==> src/rtl/barrel_motion_if.sv <==
// -----------------------------------------------------------------------------
// barrel_motion_if
// Bundles the control inputs and sprite outputs of one barrel sequencer.
//   frame_tick    : one pulse per video frame (master -> slave)
//   spawn         : start a barrel                  (master -> slave)
//   kill          : abort the current barrel        (master -> slave)
//   pause         : freeze motion, only when BARREL_PAUSE_EN is defined
//   posx  [9:0]   : sprite left column              (slave -> master)
//   posy  [8:0]   : sprite top row                  (slave -> master)
//   animate_state : sprite frame select             (slave -> master)
//   active        : barrel in flight                (slave -> master)
//   done          : one-cycle pulse on bottom exit  (slave -> master)
// Optional feature macro: BARREL_PAUSE_EN
// -----------------------------------------------------------------------------
interface barrel_motion_if;
   logic       frame_tick;
   logic       spawn;
   logic       kill;
`ifdef BARREL_PAUSE_EN
   logic       pause;
`endif
   logic [9:0] posx;
   logic [8:0] posy;
   logic [2:0] animate_state;
   logic       active;
   logic       done;

   modport master (
`ifdef BARREL_PAUSE_EN
      output pause,
`endif
      output frame_tick, spawn, kill,
      input  posx, posy, animate_state, active, done
   );

   modport slave (
`ifdef BARREL_PAUSE_EN
      input  pause,
`endif
      input  frame_tick, spawn, kill,
      output posx, posy, animate_state, active, done
   );
endinterface

==> src/rtl/barrel_motion.sv <==
// -----------------------------------------------------------------------------
// barrel_motion
// Moves one barrel down a zig-zag of platforms, one step per accepted frame
// tick: roll to the platform edge, fall to the next platform, reverse, repeat.
// Drives the sprite position and frame select of the barrel colour stage.
// Ports:
//   clk   : system clock
//   rst_n : asynchronous active-low reset
//   bus   : barrel_motion_if.slave (frame_tick/spawn/kill[/pause] in,
//           posx/posy/animate_state/active/done out)
// Optional feature macro: BARREL_PAUSE_EN (adds the pause input; while high,
//   frame ticks are ignored but kill and spawn are still honoured).
// -----------------------------------------------------------------------------
module barrel_motion #(
   parameter int X_MIN      = 8,
   parameter int X_MAX      = 600,
   parameter int Y_START    = 40,
   parameter int LEVEL_STEP = 80,
   parameter int NUM_LEVELS = 5,
   parameter int ROLL_SPEED = 2,
   parameter int FALL_SPEED = 4,
   parameter int ANIM_DIV   = 4,
   parameter int FALL_XOFF  = 5
) (
   input  logic              clk,
   input  logic              rst_n,
   barrel_motion_if.slave    bus
);

   localparam logic [1:0] ST_IDLE = 2'b00;
   localparam logic [1:0] ST_ROLL = 2'b01;
   localparam logic [1:0] ST_FALL = 2'b10;

   localparam int AW = (ANIM_DIV   > 1) ? $clog2(ANIM_DIV)   : 1;
   localparam int LW = (NUM_LEVELS > 1) ? $clog2(NUM_LEVELS) : 1;

   // x math runs one bit wider than posx and y math one bit wider than posy,
   // so the saturation compares can never see a wrapped value.
   localparam logic [10:0]   LP_X_MIN      = 11'(X_MIN);
   localparam logic [10:0]   LP_X_MAX      = 11'(X_MAX);
   localparam logic [10:0]   LP_ROLL       = 11'(ROLL_SPEED);
   localparam logic [10:0]   LP_XOFF       = 11'(FALL_XOFF);
   localparam logic [9:0]    LP_XOFF10     = 10'(FALL_XOFF);
   localparam logic [9:0]    LP_FALL       = 10'(FALL_SPEED);
   localparam logic [9:0]    LP_POSX_RST   = 10'(X_MIN);
   localparam logic [8:0]    LP_Y_START    = 9'(Y_START);
   localparam logic [8:0]    LP_STEP       = 9'(LEVEL_STEP);
   localparam logic [AW-1:0] LP_ANIM_LAST  = AW'(ANIM_DIV - 1);
   localparam logic [LW-1:0] LP_LAST_LEVEL = LW'(NUM_LEVELS - 1);

   logic [1:0]    r_state;
   logic [9:0]    r_posx;
   logic [8:0]    r_posy;
   logic [2:0]    r_anim;
   logic          r_done;
   logic [LW-1:0] r_level;
   logic          r_dir;          // 0 = moving right, 1 = moving left
   logic [AW-1:0] r_anim_cnt;
   logic [8:0]    r_fall_target;

   logic          w_tick;
   logic [10:0]   w_x_ext;
   logic [10:0]   w_x_right;
   logic          w_right_edge;
   logic          w_left_edge;
   logic          w_edge;
   logic [10:0]   w_x_roll;
   logic [9:0]    w_y_next;
   logic          w_land;
   logic          w_anim_wrap;
   logic [AW-1:0] w_anim_cnt_nxt;
   logic [1:0]    w_roll_frame;

`ifdef BARREL_PAUSE_EN
   assign w_tick = bus.frame_tick & ~bus.pause;
`else
   assign w_tick = bus.frame_tick;
`endif

   // Roll step with saturation at the platform ends; the saturating step is
   // the edge event.
   assign w_x_ext      = {1'b0, r_posx};
   assign w_x_right    = w_x_ext + LP_ROLL;
   assign w_right_edge = (w_x_right >= LP_X_MAX);
   assign w_left_edge  = (w_x_ext <= (LP_X_MIN + LP_ROLL));
   assign w_edge       = r_dir ? w_left_edge : w_right_edge;
   assign w_x_roll     = r_dir ? (w_left_edge  ? LP_X_MIN : (w_x_ext - LP_ROLL))
                               : (w_right_edge ? LP_X_MAX : w_x_right);

   // Fall step; landing is the tick that reaches (or would pass) the target.
   assign w_y_next = {1'b0, r_posy} + LP_FALL;
   assign w_land   = (w_y_next >= {1'b0, r_fall_target});

   assign w_anim_wrap    = (r_anim_cnt == LP_ANIM_LAST);
   assign w_anim_cnt_nxt = w_anim_wrap ? '0 : (r_anim_cnt + AW'(1));
   // Roll frames cycle forward when moving right and backward when moving left.
   assign w_roll_frame   = r_dir ? (r_anim[1:0] - 2'd1) : (r_anim[1:0] + 2'd1);

   // NOTE: every register here is assigned with <= so all updates in one clock
   // see the pre-edge values; mixing in = would make results order-dependent.
   always_ff @(posedge clk or negedge rst_n) begin
      if (!rst_n) begin
         r_state       <= ST_IDLE;
         r_posx        <= LP_POSX_RST;
         r_posy        <= LP_Y_START;
         r_anim        <= 3'b000;
         r_done        <= 1'b0;
         r_level       <= '0;
         r_dir         <= 1'b0;
         r_anim_cnt    <= '0;
         r_fall_target <= LP_Y_START;
      end else begin
         r_done <= 1'b0;
         if (bus.kill) begin
            r_state <= ST_IDLE;
            r_posx  <= LP_POSX_RST;
            r_posy  <= LP_Y_START;
            r_anim  <= 3'b000;
         end else begin
            case (r_state)
               ST_IDLE: begin
                  // A frame tick in the spawn cycle is swallowed: no motion yet.
                  if (bus.spawn) begin
                     r_state    <= ST_ROLL;
                     r_posx     <= LP_POSX_RST;
                     r_posy     <= LP_Y_START;
                     r_level    <= '0;
                     r_dir      <= 1'b0;
                     r_anim     <= 3'b000;
                     r_anim_cnt <= '0;
                  end
               end
               ST_ROLL: begin
                  if (w_tick) begin
                     if (w_edge) begin
                        if (r_level == LP_LAST_LEVEL) begin
                           r_state <= ST_IDLE;
                           r_done  <= 1'b1;
                           r_posx  <= LP_POSX_RST;
                           r_posy  <= LP_Y_START;
                           r_anim  <= 3'b000;
                        end else begin
                           // Shift left so the wider fall sprite stays centred.
                           r_state       <= ST_FALL;
                           r_posx        <= 10'(w_x_roll - LP_XOFF);
                           r_anim        <= 3'b100;
                           r_anim_cnt    <= '0;
                           r_fall_target <= r_posy + LP_STEP;
                        end
                     end else begin
                        r_posx     <= 10'(w_x_roll);
                        r_anim_cnt <= w_anim_cnt_nxt;
                        if (w_anim_wrap) begin
                           r_anim <= {1'b0, w_roll_frame};
                        end
                     end
                  end
               end
               ST_FALL: begin
                  if (w_tick) begin
                     if (w_land) begin
                        r_state    <= ST_ROLL;
                        r_posy     <= r_fall_target;
                        r_posx     <= r_posx + LP_XOFF10;
                        r_level    <= r_level + LW'(1);
                        r_dir      <= ~r_dir;
                        r_anim     <= 3'b000;
                        r_anim_cnt <= '0;
                     end else begin
                        r_posy     <= 9'(w_y_next);
                        r_anim_cnt <= w_anim_cnt_nxt;
                        if (w_anim_wrap) begin
                           r_anim <= {2'b10, ~r_anim[0]};
                        end
                     end
                  end
               end
               default: begin
                  r_state <= ST_IDLE;
               end
            endcase
         end
      end
   end

   assign bus.posx          = r_posx;
   assign bus.posy          = r_posy;
   assign bus.animate_state = r_anim;
   assign bus.active        = (r_state != ST_IDLE);
   assign bus.done          = r_done;

endmodule

==> src/flat_wrapper.sv <==
// flat-port wrapper written by rule: the top's interface ports become plain ports
module barrel_motion_flat 
#(
   parameter int X_MIN      = 8,
   parameter int X_MAX      = 600,
   parameter int Y_START    = 40,
   parameter int LEVEL_STEP = 80,
   parameter int NUM_LEVELS = 5,
   parameter int ROLL_SPEED = 2,
   parameter int FALL_SPEED = 4,
   parameter int ANIM_DIV   = 4,
   parameter int FALL_XOFF  = 5
)
  (clk, rst_n, bus_frame_tick, bus_spawn, bus_kill, bus_posx, bus_posy, bus_animate_state, bus_active, bus_done);
  barrel_motion_if bus_i ();
  input  logic clk;
  input  logic rst_n;
  input wire logic [$bits(bus_i.frame_tick)-1:0] bus_frame_tick;
  input wire logic [$bits(bus_i.spawn)-1:0] bus_spawn;
  input wire logic [$bits(bus_i.kill)-1:0] bus_kill;
  output wire logic [$bits(bus_i.posx)-1:0] bus_posx;
  output wire logic [$bits(bus_i.posy)-1:0] bus_posy;
  output wire logic [$bits(bus_i.animate_state)-1:0] bus_animate_state;
  output wire logic [$bits(bus_i.active)-1:0] bus_active;
  output wire logic [$bits(bus_i.done)-1:0] bus_done;
  assign bus_i.frame_tick = bus_frame_tick;
  assign bus_i.spawn = bus_spawn;
  assign bus_i.kill = bus_kill;
  assign bus_posx = bus_i.posx;
  assign bus_posy = bus_i.posy;
  assign bus_animate_state = bus_i.animate_state;
  assign bus_active = bus_i.active;
  assign bus_done = bus_i.done;
  barrel_motion #(.X_MIN(X_MIN), .X_MAX(X_MAX), .Y_START(Y_START), .LEVEL_STEP(LEVEL_STEP), .NUM_LEVELS(NUM_LEVELS), .ROLL_SPEED(ROLL_SPEED), .FALL_SPEED(FALL_SPEED), .ANIM_DIV(ANIM_DIV), .FALL_XOFF(FALL_XOFF)) u_core (.clk(clk), .rst_n(rst_n), .bus(bus_i));
endmodule
==> config.mk <==
export PLATFORM = sky130hd
export DESIGN_NAME = barrel_motion_flat
export DESIGN_NICKNAME = d
export VERILOG_FILES = /design/src/rtl/barrel_motion_if.sv /design/src/rtl/barrel_motion.sv /design/src/flat_wrapper.sv
export SDC_FILE = /design/constraint.sdc
export NUM_CORES = 1
export LEC_CHECK = 0
export ABC_AREA = 1
export BUFFER_PORTS_ARGS = -buffer_cell sky130_fd_sc_hd__buf_4
export CORE_MARGIN = 10
export CORE_UTILIZATION = 65
export CTS_CLUSTER_DIAMETER = 120
export DETAILED_ROUTE_END_ITERATION = 8
export GPL_ROUTABILITY_DRIVEN = 0
export PLACE_DENSITY = 0.84
export SLEW_MARGIN = 30
export SYNTH_ARGS = -nofsm -noshare
export SYNTH_HDL_FRONTEND = slang
export SYNTH_SLANG_ARGS = --single-unit
==> constraint.sdc <==
create_clock -name clk -period 4.9 [get_ports clk]
set_input_delay 0.735 -clock clk [delete_from_list [all_inputs] [get_ports clk]]
set_output_delay 0.735 -clock clk [all_outputs]
set_load 0.005 [all_outputs]
==> impl_metrics.xml, run 1 <==
<?xml version="1.0" encoding="UTF-8"?>
<metrics>
  <group name="run_status">
    <metric name="outcome" unit="">complete, no violations</metric>
  </group>
  <group name="place">
    <metric name="placement.io_buffers" unit="">28</metric>
    <metric name="place_hpwl" unit="µm">6280</metric>
    <metric name="placement.cell_area" unit="µm²">3510</metric>
  </group>
  <group name="setup_path">
    <metric name="cp_data_arrival_time" unit="ps">3230</metric>
    <metric name="cpMostUsedCell" unit="">sky130_fd_sc_hd__nand2_1</metric>
    <metric name="critPathSlowestCell" unit="">sky130_fd_sc_hd__dfrtp_1</metric>
    <metric name="crit_path_kind" unit="">flop to flop</metric>
    <metric name="crit_path_cell_trace" unit="">ha_1 -&gt; nand3_1 -&gt; o21ai_1 -&gt; nand2_1 -&gt; nor2_2 -&gt; nand2_2 -&gt; nand2_4 -&gt; nand3_4 -&gt; nand2_4 -&gt; nand2_1 -&gt; ha_1 -&gt; or2_2 -&gt; nand3_1 -&gt; nand3_1 -&gt; o21ai_0 -&gt; nand2_1 -&gt; nand2_1</metric>
    <metric name="worstPathMaxFanout" unit="">11</metric>
    <metric name="critical_path_required_time" unit="ps">5140</metric>
    <metric name="critical_path.endpoint_type" unit="">flop</metric>
    <metric name="max_stage_delay" unit="ps">580</metric>
    <metric name="setup.worst_path.start_class" unit="">flop</metric>
  </group>
  <group name="detailed_routing">
    <metric name="routed_wire_length_per_instance" unit="µm">15.0</metric>
    <metric name="routed_wl" unit="µm">8480</metric>
    <metric name="top_layer" unit="">met4</metric>
    <metric name="met2_wirelength" unit="µm">3880</metric>
    <metric name="drt-vias-per-instance" unit="">5.74</metric>
    <metric name="ant_nets" unit="">0</metric>
    <metric name="met3RoutedLength" unit="µm">796</metric>
    <metric name="routed-via-count" unit="">3235</metric>
    <metric name="drc_errors" unit="">0</metric>
    <metric name="m1WireLength" unit="µm">3580</metric>
    <metric name="detail_route.first_pass.iterations" unit="">5</metric>
    <metric name="first_iter_violations" unit="">316</metric>
  </group>
  <group name="layout">
    <metric name="antennaDiodeCount" unit="">0</metric>
    <metric name="drive_above_1_share" unit="">0.151</metric>
    <metric name="nets" unit="">525</metric>
    <metric name="areaGrowthSynthToFinish" unit="%">9.92</metric>
    <metric name="final_design_area_no_fill" unit="µm²">3600</metric>
  </group>
  <group name="synthesis">
    <metric name="synth_ff_type" unit="">sky130_fd_sc_hd__dfrtp_1</metric>
    <metric name="synth-warning-count" unit="">0</metric>
    <metric name="mappedNetlistNets" unit="">502</metric>
    <metric name="post_synth_instance_area" unit="µm²">3280</metric>
    <metric name="synth_async_sr_flop_share" unit="">1.00</metric>
    <metric name="synth-edff-count" unit="">0</metric>
    <metric name="syn-mean-instance-area" unit="µm²">6.93</metric>
    <metric name="synthesis.instances" unit="">473</metric>
    <metric name="share_of_synthesized_area_occupied_by_flip_flops_and_latches" unit="">0.307</metric>
    <metric name="synth-seq-cells" unit="">40</metric>
    <metric name="synth.distinct_cells" unit="">40</metric>
  </group>
  <group name="clock_network">
    <metric name="clk_pin_slew" unit="ps">90</metric>
    <metric name="clk_path_buf_depth" unit="">2</metric>
    <metric name="post-cts-setup-buffers" unit="">0</metric>
    <metric name="clock_tree_from_tritoncts" unit="">yes</metric>
    <metric name="clock_latency" unit="ps">300</metric>
    <metric name="cts-buffers-inserted" unit="">5</metric>
    <metric name="clock_tree.htree_level_count" unit="">2</metric>
    <metric name="clock_sink_count" unit="">40</metric>
    <metric name="cts_resized" unit="">0</metric>
    <metric name="ctsHoldBuffers" unit="">0</metric>
    <metric name="clockRootBuffer" unit="">sky130_fd_sc_hd__clkbuf_8</metric>
  </group>
  <group name="timing">
    <metric name="max-slew-margin-rel" unit="">0.524</metric>
    <metric name="final_hold_viol_count" unit="">0</metric>
    <metric name="achievable-frequency" unit="GHz">0.334</metric>
    <metric name="layout_worst_path_cycle_share" unit="">0.610</metric>
    <metric name="rsz_0062_raised_after_global_routing" unit="">no</metric>
    <metric name="timing_max_transition_violations_final" unit="">0</metric>
    <metric name="setup_viol_count_final" unit="">0</metric>
    <metric name="setup_total_negative_slack" unit="ps">0</metric>
    <metric name="finalWorstPathRequiredPeriod" unit="ps">2990</metric>
    <metric name="timing_worst_slew_pin_value" unit="ps">715</metric>
    <metric name="clock-skew-final" unit="ps">4.48</metric>
  </group>
  <group name="floorplan">
    <metric name="die_area" unit="µm²">8280</metric>
    <metric name="ios" unit="">29</metric>
    <metric name="coreArea" unit="µm²">4820</metric>
    <metric name="core.rowCount" unit="">25</metric>
    <metric name="die_height" unit="µm">91.0</metric>
    <metric name="initial_util" unit="">0.681</metric>
    <metric name="die_width" unit="µm">91.0</metric>
  </group>
  <group name="power">
    <metric name="power.sequential.fraction" unit="">0.303</metric>
    <metric name="pwr-share-clk" unit="">0.158</metric>
    <metric name="areal_power_density_over_the_cells" unit="nW/µm²">432</metric>
    <metric name="internal_power" unit="mW">0.787</metric>
    <metric name="power_frac_comb" unit="">0.539</metric>
    <metric name="design_power_total" unit="mW">1.56</metric>
    <metric name="net-switching-power" unit="mW">0.768</metric>
    <metric name="power.switching_fraction" unit="">0.494</metric>
    <metric name="leakage" unit="nW">1.85</metric>
    <metric name="vdd_ir_drop_max" unit="V">0.000358</metric>
  </group>
  <group name="global_route">
    <metric name="initial_antenna_violation_count" unit="">0</metric>
    <metric name="global_router_s_overall_resource_usage" unit="">0.200</metric>
    <metric name="first_global_vias" unit="">3069</metric>
    <metric name="grt-ovfl-total" unit="">0</metric>
    <metric name="grt_first_pass_wirelength" unit="µm">14300</metric>
    <metric name="maximum_number_of_pins_on_one_net_before_global_route_repair" unit="">41</metric>
  </group>
  <group name="run">
    <metric name="maxCapViolations" unit="">0</metric>
  </group>
  <group name="min_path">
    <metric name="hold_path_class" unit="">input pin to asynchronous set/reset pin</metric>
  </group>
</metrics>
per-stage QoR:
stage | setup slack [ps] | hold WS, ps | utilization | std cells
after floorplan | 2370 | 439 | - | 473
after global placement | 2000 | 468 | 0.728 | 556
after detailed placement | 2000 | 476 | 0.728 | 556
after CTS | 1970 | 419 | 0.748 | 564
after global routing | 1640 | 429 | 0.748 | 564
final | 1910 | 393 | 0.748 | 564
cells in the mapped netlist (3+ instances only):
library cell,count,area share
sky130_fd_sc_hd__nand4_1,8,0.015
sky130_fd_sc_hd__a21oi_1,7,0.011
sky130_fd_sc_hd__buf_2,7,0.011
sky130_fd_sc_hd__o21ai_1,13,0.020
sky130_fd_sc_hd__nand2_2,5,0.0095
sky130_fd_sc_hd__clkbuf_1,4,0.0046
sky130_fd_sc_hd__nor3_1,6,0.0092
sky130_fd_sc_hd__nor2_1,37,0.042
sky130_fd_sc_hd__ha_1,24,0.092
sky130_fd_sc_hd__o22ai_1,5,0.0095
sky130_fd_sc_hd__nand3_2,3,0.0092
sky130_fd_sc_hd__o21ai_0,28,0.043
sky130_fd_sc_hd__xor2_1,13,0.035
sky130_fd_sc_hd__dfstp_2,5,0.040
sky130_fd_sc_hd__inv_2,5,0.0057
sky130_fd_sc_hd__inv_1,59,0.068
sky130_fd_sc_hd__nand3_1,34,0.052
sky130_fd_sc_hd__dfrtp_1,35,0.27
sky130_fd_sc_hd__o21ai_2,6,0.016
sky130_fd_sc_hd__nand2_1,140,0.16
state kept, by name, indices dropped and copies added (netlist names):
signal	cells
u_core.bus.posx	10
u_core.bus.posy	9
u_core.r_fall_target	9
u_core.bus.animate_state	3
u_core.r_level	3
u_core.r_anim_cnt	2
u_core.r_state	2
u_core.bus.done	1
u_core.r_dir	1
critical path, delay by kind of cell, from the launching register on:
family,cells,cell delay (ps)
AND/OR/NAND/NOR,13,1520
adder cells (fa/ha/maj),2,560
flip-flops,1,580
AO/OA/AOI/OAI,2,260
path summary, 6_finish.rpt:
path                                          from                       to  slack [ps]  cells past startpoint
max                             u_core.bus.posx[1]       u_core.bus.posx[1]        1910                     17
min                                          rst_n       u_core.bus.posy[0]         390                      1
max reg2reg                     u_core.bus.posx[1]       u_core.bus.posx[1]        1910                     17
min reg2reg                u_core.r_fall_target[4]  u_core.r_fall_target[4]         490                      2
max in group asynchronous                    rst_n       u_core.bus.posx[3]        4130                      1
min in group clk           u_core.r_fall_target[4]  u_core.r_fall_target[4]         490                      2
power groups by stage:
stage | registers (mW) | clock network, mW | logic, mW
6_report | 0.472 | 0.245 | 0.838
3_5_place_dp | 0.475 | 0 | 0.813
2_1_floorplan | 0.450 | 0 | 0.601
3_3_place_gp | 0.473 | 0 | 0.789
5_1_grt | 0.481 | 0.258 | 0.936
4_1_cts | 0.469 | 0.246 | 0.822
metal layers:
metal	global-route usage	vias up
met1	0.260	1462
met4	0.0587	0
met3	0.0420	29
met5	0	-
met2	0.327	180
li1	-	1564
area by class of cell:
class	instances	area (µm²)
tap	67	83.8
clock inverter	2	13.8
multi-input combinational	356	1960
sequential	40	1010
timing repair buffer	28	210
fill	411	1210
clock buffer	6	82.6
inverter	65	244
cell families after synthesis:
family / synth area share
buffers and inverters: 0.0943
adder cells (fa/ha/maj): 0.0916
AND/OR/NAND/NOR: 0.351
XOR/XNOR: 0.0401
AO/OA/AOI/OAI: 0.116
flip-flops: 0.307
cell usage in the layout, fill, tap and decap left out, types with 2 or more instances in the layout:
cell	synthesis	layout
sky130_fd_sc_hd__a21oi_1	7	7
sky130_fd_sc_hd__a21oi_2	2	2
sky130_fd_sc_hd__buf_4	0	28
sky130_fd_sc_hd__clkbuf_8	0	6
sky130_fd_sc_hd__dfrtp_1	35	35
sky130_fd_sc_hd__dfstp_2	5	5
sky130_fd_sc_hd__ha_1	24	24
sky130_fd_sc_hd__inv_1	59	59
sky130_fd_sc_hd__inv_2	5	5
sky130_fd_sc_hd__nand2_1	140	140
sky130_fd_sc_hd__nand2_2	5	5
sky130_fd_sc_hd__nand2_4	2	2
sky130_fd_sc_hd__nand3_1	34	34
sky130_fd_sc_hd__nand3_2	3	3
sky130_fd_sc_hd__nand3_4	2	2
sky130_fd_sc_hd__nand4_1	8	8
sky130_fd_sc_hd__nor2_1	37	37
sky130_fd_sc_hd__nor2_2	2	2
sky130_fd_sc_hd__nor3_1	6	6
sky130_fd_sc_hd__nor3_2	2	2
sky130_fd_sc_hd__nor4_1	2	2
sky130_fd_sc_hd__o211ai_1	2	2
sky130_fd_sc_hd__o21ai_0	28	28
sky130_fd_sc_hd__o21ai_1	13	13
sky130_fd_sc_hd__o21ai_2	6	6
sky130_fd_sc_hd__o22ai_1	5	5
sky130_fd_sc_hd__or2_2	2	2
sky130_fd_sc_hd__xnor2_1	2	2
sky130_fd_sc_hd__xor2_1	13	13
Note: power is estimated with default switching activity, not from simulation.
==> run 2, diff against run 1 <==
--- a/config.mk
+++ b/config.mk
@@ -8,11 +8,11 @@
 export ABC_AREA = 1
 export BUFFER_PORTS_ARGS = -buffer_cell sky130_fd_sc_hd__buf_4
 export CORE_MARGIN = 10
-export CORE_UTILIZATION = 65
+export CORE_UTILIZATION = 60
 export CTS_CLUSTER_DIAMETER = 120
 export DETAILED_ROUTE_END_ITERATION = 8
 export GPL_ROUTABILITY_DRIVEN = 0
-export PLACE_DENSITY = 0.84
+export PLACE_DENSITY = 0.78
 export SLEW_MARGIN = 30
 export SYNTH_ARGS = -nofsm -noshare
 export SYNTH_HDL_FRONTEND = slang
==> constraint.sdc (replaced) <==
create_clock -name clk -period 3.1 [get_ports clk]
set_input_delay 0.465 -clock clk [delete_from_list [all_inputs] [get_ports clk]]
set_output_delay 0.465 -clock clk [all_outputs]
set_load 0.005 [all_outputs]
==> run 2 against run 1 <==
  * Register-to-register slack got worse by 1600 ps
  * Via count fell by 1.8%
  * Maximum frequency rose by 7.0%
  * Worst hold slack got worse by 260 ps
  * Utilization fell by 4.5 points
  * Die area rose by 6.5%
  * Total power rose by 66%
  * Critical path depth rose by 2
  * Clock power rose by 88%
  * Sequential power rose by 58%
  * Critical path type unchanged
==> impl_metrics.xml, run 2 (synthesis gave the netlist of run 1 again) <==
<?xml version="1.0" encoding="UTF-8"?>
<metrics>
  <group name="global_route">
    <metric name="initial_antenna_violation_count" unit="">0</metric>
    <metric name="first_global_vias" unit="">2935</metric>
    <metric name="grt-ovfl-total" unit="">0</metric>
    <metric name="global_router_s_overall_resource_usage" unit="">0.191</metric>
    <metric name="grt_first_pass_wirelength" unit="µm">13800</metric>
    <metric name="maximum_number_of_pins_on_one_net_before_global_route_repair" unit="">41</metric>
  </group>
  <group name="clock_network">
    <metric name="cts-buffers-inserted" unit="">5</metric>
    <metric name="post-cts-setup-buffers" unit="">0</metric>
    <metric name="clock_tree.htree_level_count" unit="">2</metric>
    <metric name="clock_latency" unit="ps">310</metric>
    <metric name="clk_pin_slew" unit="ps">100</metric>
    <metric name="clockRootBuffer" unit="">sky130_fd_sc_hd__clkbuf_8</metric>
    <metric name="ctsHoldBuffers" unit="">0</metric>
    <metric name="clock_tree_from_tritoncts" unit="">yes</metric>
    <metric name="cts_resized" unit="">0</metric>
    <metric name="clk_path_buf_depth" unit="">2</metric>
    <metric name="clock_sink_count" unit="">40</metric>
  </group>
  <group name="setup_path">
    <metric name="crit-reg2reg-launch" unit="">u_core.bus.posx[2]</metric>
    <metric name="worst-r2r-cell-count" unit="">19</metric>
    <metric name="critPathSlowestCell" unit="">sky130_fd_sc_hd__dfrtp_1</metric>
    <metric name="critical_path_buf_inv_count" unit="">1</metric>
    <metric name="rrSetupSlack" unit="ps">310</metric>
    <metric name="critical_path_required_time" unit="ps">3350</metric>
    <metric name="cp_data_arrival_time" unit="ps">3050</metric>
    <metric name="worstPathMaxFanout" unit="">10</metric>
    <metric name="worst_r2r_endpoint" unit="">u_core.bus.posx[1]</metric>
    <metric name="critical_path.endpoint_type" unit="">flop</metric>
    <metric name="crit_path_cell_trace" unit="">ha_1 -&gt; nand3_1 -&gt; nand2_1 -&gt; nand2_1 -&gt; inv_1 -&gt; nand2_1 -&gt; nand2_1 -&gt; nand2_2 -&gt; nand2_4 -&gt; nand3_4 -&gt; nand2_4 -&gt; nand2_1 -&gt; ha_1 -&gt; or2_2 -&gt; nand3_1 -&gt; nand3_1 -&gt; o21ai_0 -&gt; nand2_1 -&gt; nand2_1</metric>
    <metric name="cpMostUsedCell" unit="">sky130_fd_sc_hd__nand2_1</metric>
    <metric name="crit_path_kind" unit="">flop to flop</metric>
    <metric name="max_stage_delay" unit="ps">530</metric>
    <metric name="timing.critical_path.max_delay_family" unit="">simple AND/OR/NAND/NOR gates</metric>
    <metric name="setup.worst_path.start_class" unit="">flop</metric>
    <metric name="worst_setup_path_startpoint" unit="">u_core.bus.posx[2]</metric>
  </group>
  <group name="floorplan">
    <metric name="coreArea" unit="µm²">5200</metric>
    <metric name="ios" unit="">29</metric>
    <metric name="die_area" unit="µm²">8820</metric>
    <metric name="die_height" unit="µm">93.9</metric>
    <metric name="initial_util" unit="">0.630</metric>
    <metric name="die_width" unit="µm">93.9</metric>
    <metric name="core.rowCount" unit="">26</metric>
  </group>
  <group name="run_status">
    <metric name="outcome" unit="">complete, no violations</metric>
  </group>
  <group name="layout">
    <metric name="nets" unit="">529</metric>
    <metric name="largest_reg_flops" unit="">10</metric>
    <metric name="drive_above_1_share" unit="">0.160</metric>
    <metric name="antennaDiodeCount" unit="">0</metric>
    <metric name="post-route-util" unit="">0.703</metric>
    <metric name="layout_commonest_cell" unit="">sky130_fd_sc_hd__nand2_1</metric>
    <metric name="areaGrowthSynthToFinish" unit="%">11.6</metric>
    <metric name="commonest_cells_after_routing_fill_and_taps_aside" unit="">sky130_fd_sc_hd__nand2_1 (140), sky130_fd_sc_hd__inv_1 (59), sky130_fd_sc_hd__nor2_1 (37)</metric>
  </group>
  <group name="place">
    <metric name="placement.io_buffers" unit="">28</metric>
    <metric name="place_hpwl" unit="µm">6170</metric>
  </group>
  <group name="detailed_routing">
    <metric name="drc_errors" unit="">0</metric>
    <metric name="first_iter_violations" unit="">242</metric>
    <metric name="routed_wl" unit="µm">8320</metric>
    <metric name="routed-via-count" unit="">3176</metric>
    <metric name="routed_wire_length_per_instance" unit="µm">14.6</metric>
    <metric name="detail_route.first_pass.iterations" unit="">8</metric>
    <metric name="drt-vias-per-instance" unit="">5.56</metric>
    <metric name="ant_nets" unit="">0</metric>
  </group>
  <group name="timing">
    <metric name="timing_worst_slew_pin_value" unit="ps">533</metric>
    <metric name="clock-skew-final" unit="ps">14.6</metric>
    <metric name="rsz_0062_raised_after_global_routing" unit="">no</metric>
    <metric name="achievable-frequency" unit="GHz">0.358</metric>
    <metric name="timing_max_transition_violations_final" unit="">0</metric>
    <metric name="finalWorstPathRequiredPeriod" unit="ps">2790</metric>
    <metric name="hold_slack" unit="ps">130</metric>
    <metric name="setup_viol_count_final" unit="">0</metric>
    <metric name="setup_total_negative_slack" unit="ps">0</metric>
    <metric name="max-slew-margin-rel" unit="">0.645</metric>
    <metric name="layout_worst_path_cycle_share" unit="">0.902</metric>
    <metric name="final_hold_viol_count" unit="">0</metric>
  </group>
  <group name="power">
    <metric name="design_power_total" unit="mW">2.58</metric>
    <metric name="areal_power_density_over_the_cells" unit="nW/µm²">705</metric>
    <metric name="vdd_ir_drop_max" unit="V">0.000424</metric>
    <metric name="leakage" unit="nW">1.87</metric>
  </group>
  <group name="run">
    <metric name="maxCapViolations" unit="">0</metric>
  </group>
  <group name="min_path">
    <metric name="hold_path_class" unit="">input pin to asynchronous set/reset pin</metric>
  </group>
</metrics>
run 2: changes by cell type in the layout (fill, tap and decap cells not counted):
cell | previous run | this run
sky130_fd_sc_hd__clkinv_2 | 1 | 0
sky130_fd_sc_hd__clkbuf_8 | 6 | 5
sky130_fd_sc_hd__bufinv_16 | 0 | 1
sky130_fd_sc_hd__clkinvlp_4 | 0 | 1
sky130_fd_sc_hd__buf_4 | 28 | 32
sky130_fd_sc_hd__dfrtp_1 | 35 | 34
sky130_fd_sc_hd__dfrtp_2 | 0 | 1
run 2: worst max-delay path by stage:
stage | endpoint | depth (start not counted)
final | u_core.bus.posx[1] | 19
after global routing | u_core.bus.posx[1] | 17
after CTS | u_core.bus.posx[1] | 17
after detailed placement | u_core.bus.posx[1] | 17
after global placement | u_core.bus.posx[1] | 17
after floorplan | u_core.bus.posx[1] | 17
run 2: power breakdown:
part / switching (mW) / total (mW) / internal (mW)
sequential: 0.116 / 0.745 / 0.629
clock: 0.218 / 0.461 / 0.243
combinational: 0.901 / 1.37 / 0.472
run 2: stage by stage:
step / setup slack [ps] / area (µm²) / std cells
after floorplan: 574 / 3280 / 473
after global placement: 411 / 3540 / 563
after detailed placement: 324 / 3540 / 563
after CTS: 311 / 3660 / 571
after global routing: 45.6 / 3660 / 571
final: 305 / 3660 / 571
run 2: per-layer routing:
metal / wire length [µm] / GRT usage
met5: 0 / 0
met4: 110 / 0.0620
met3: 648 / 0.0320
met2: 3770 / 0.300
met1: 3790 / 0.260
run 2: area by class of cell:
cell class | instances | area, µm²
fill | 454 | 1550
tap | 70 | 87.6
inverter | 65 | 244
sequential | 40 | 1010
clock inverter | 3 | 46.3
multi-input combinational | 356 | 1960
timing repair buffer | 32 | 240
clock buffer | 5 | 68.8
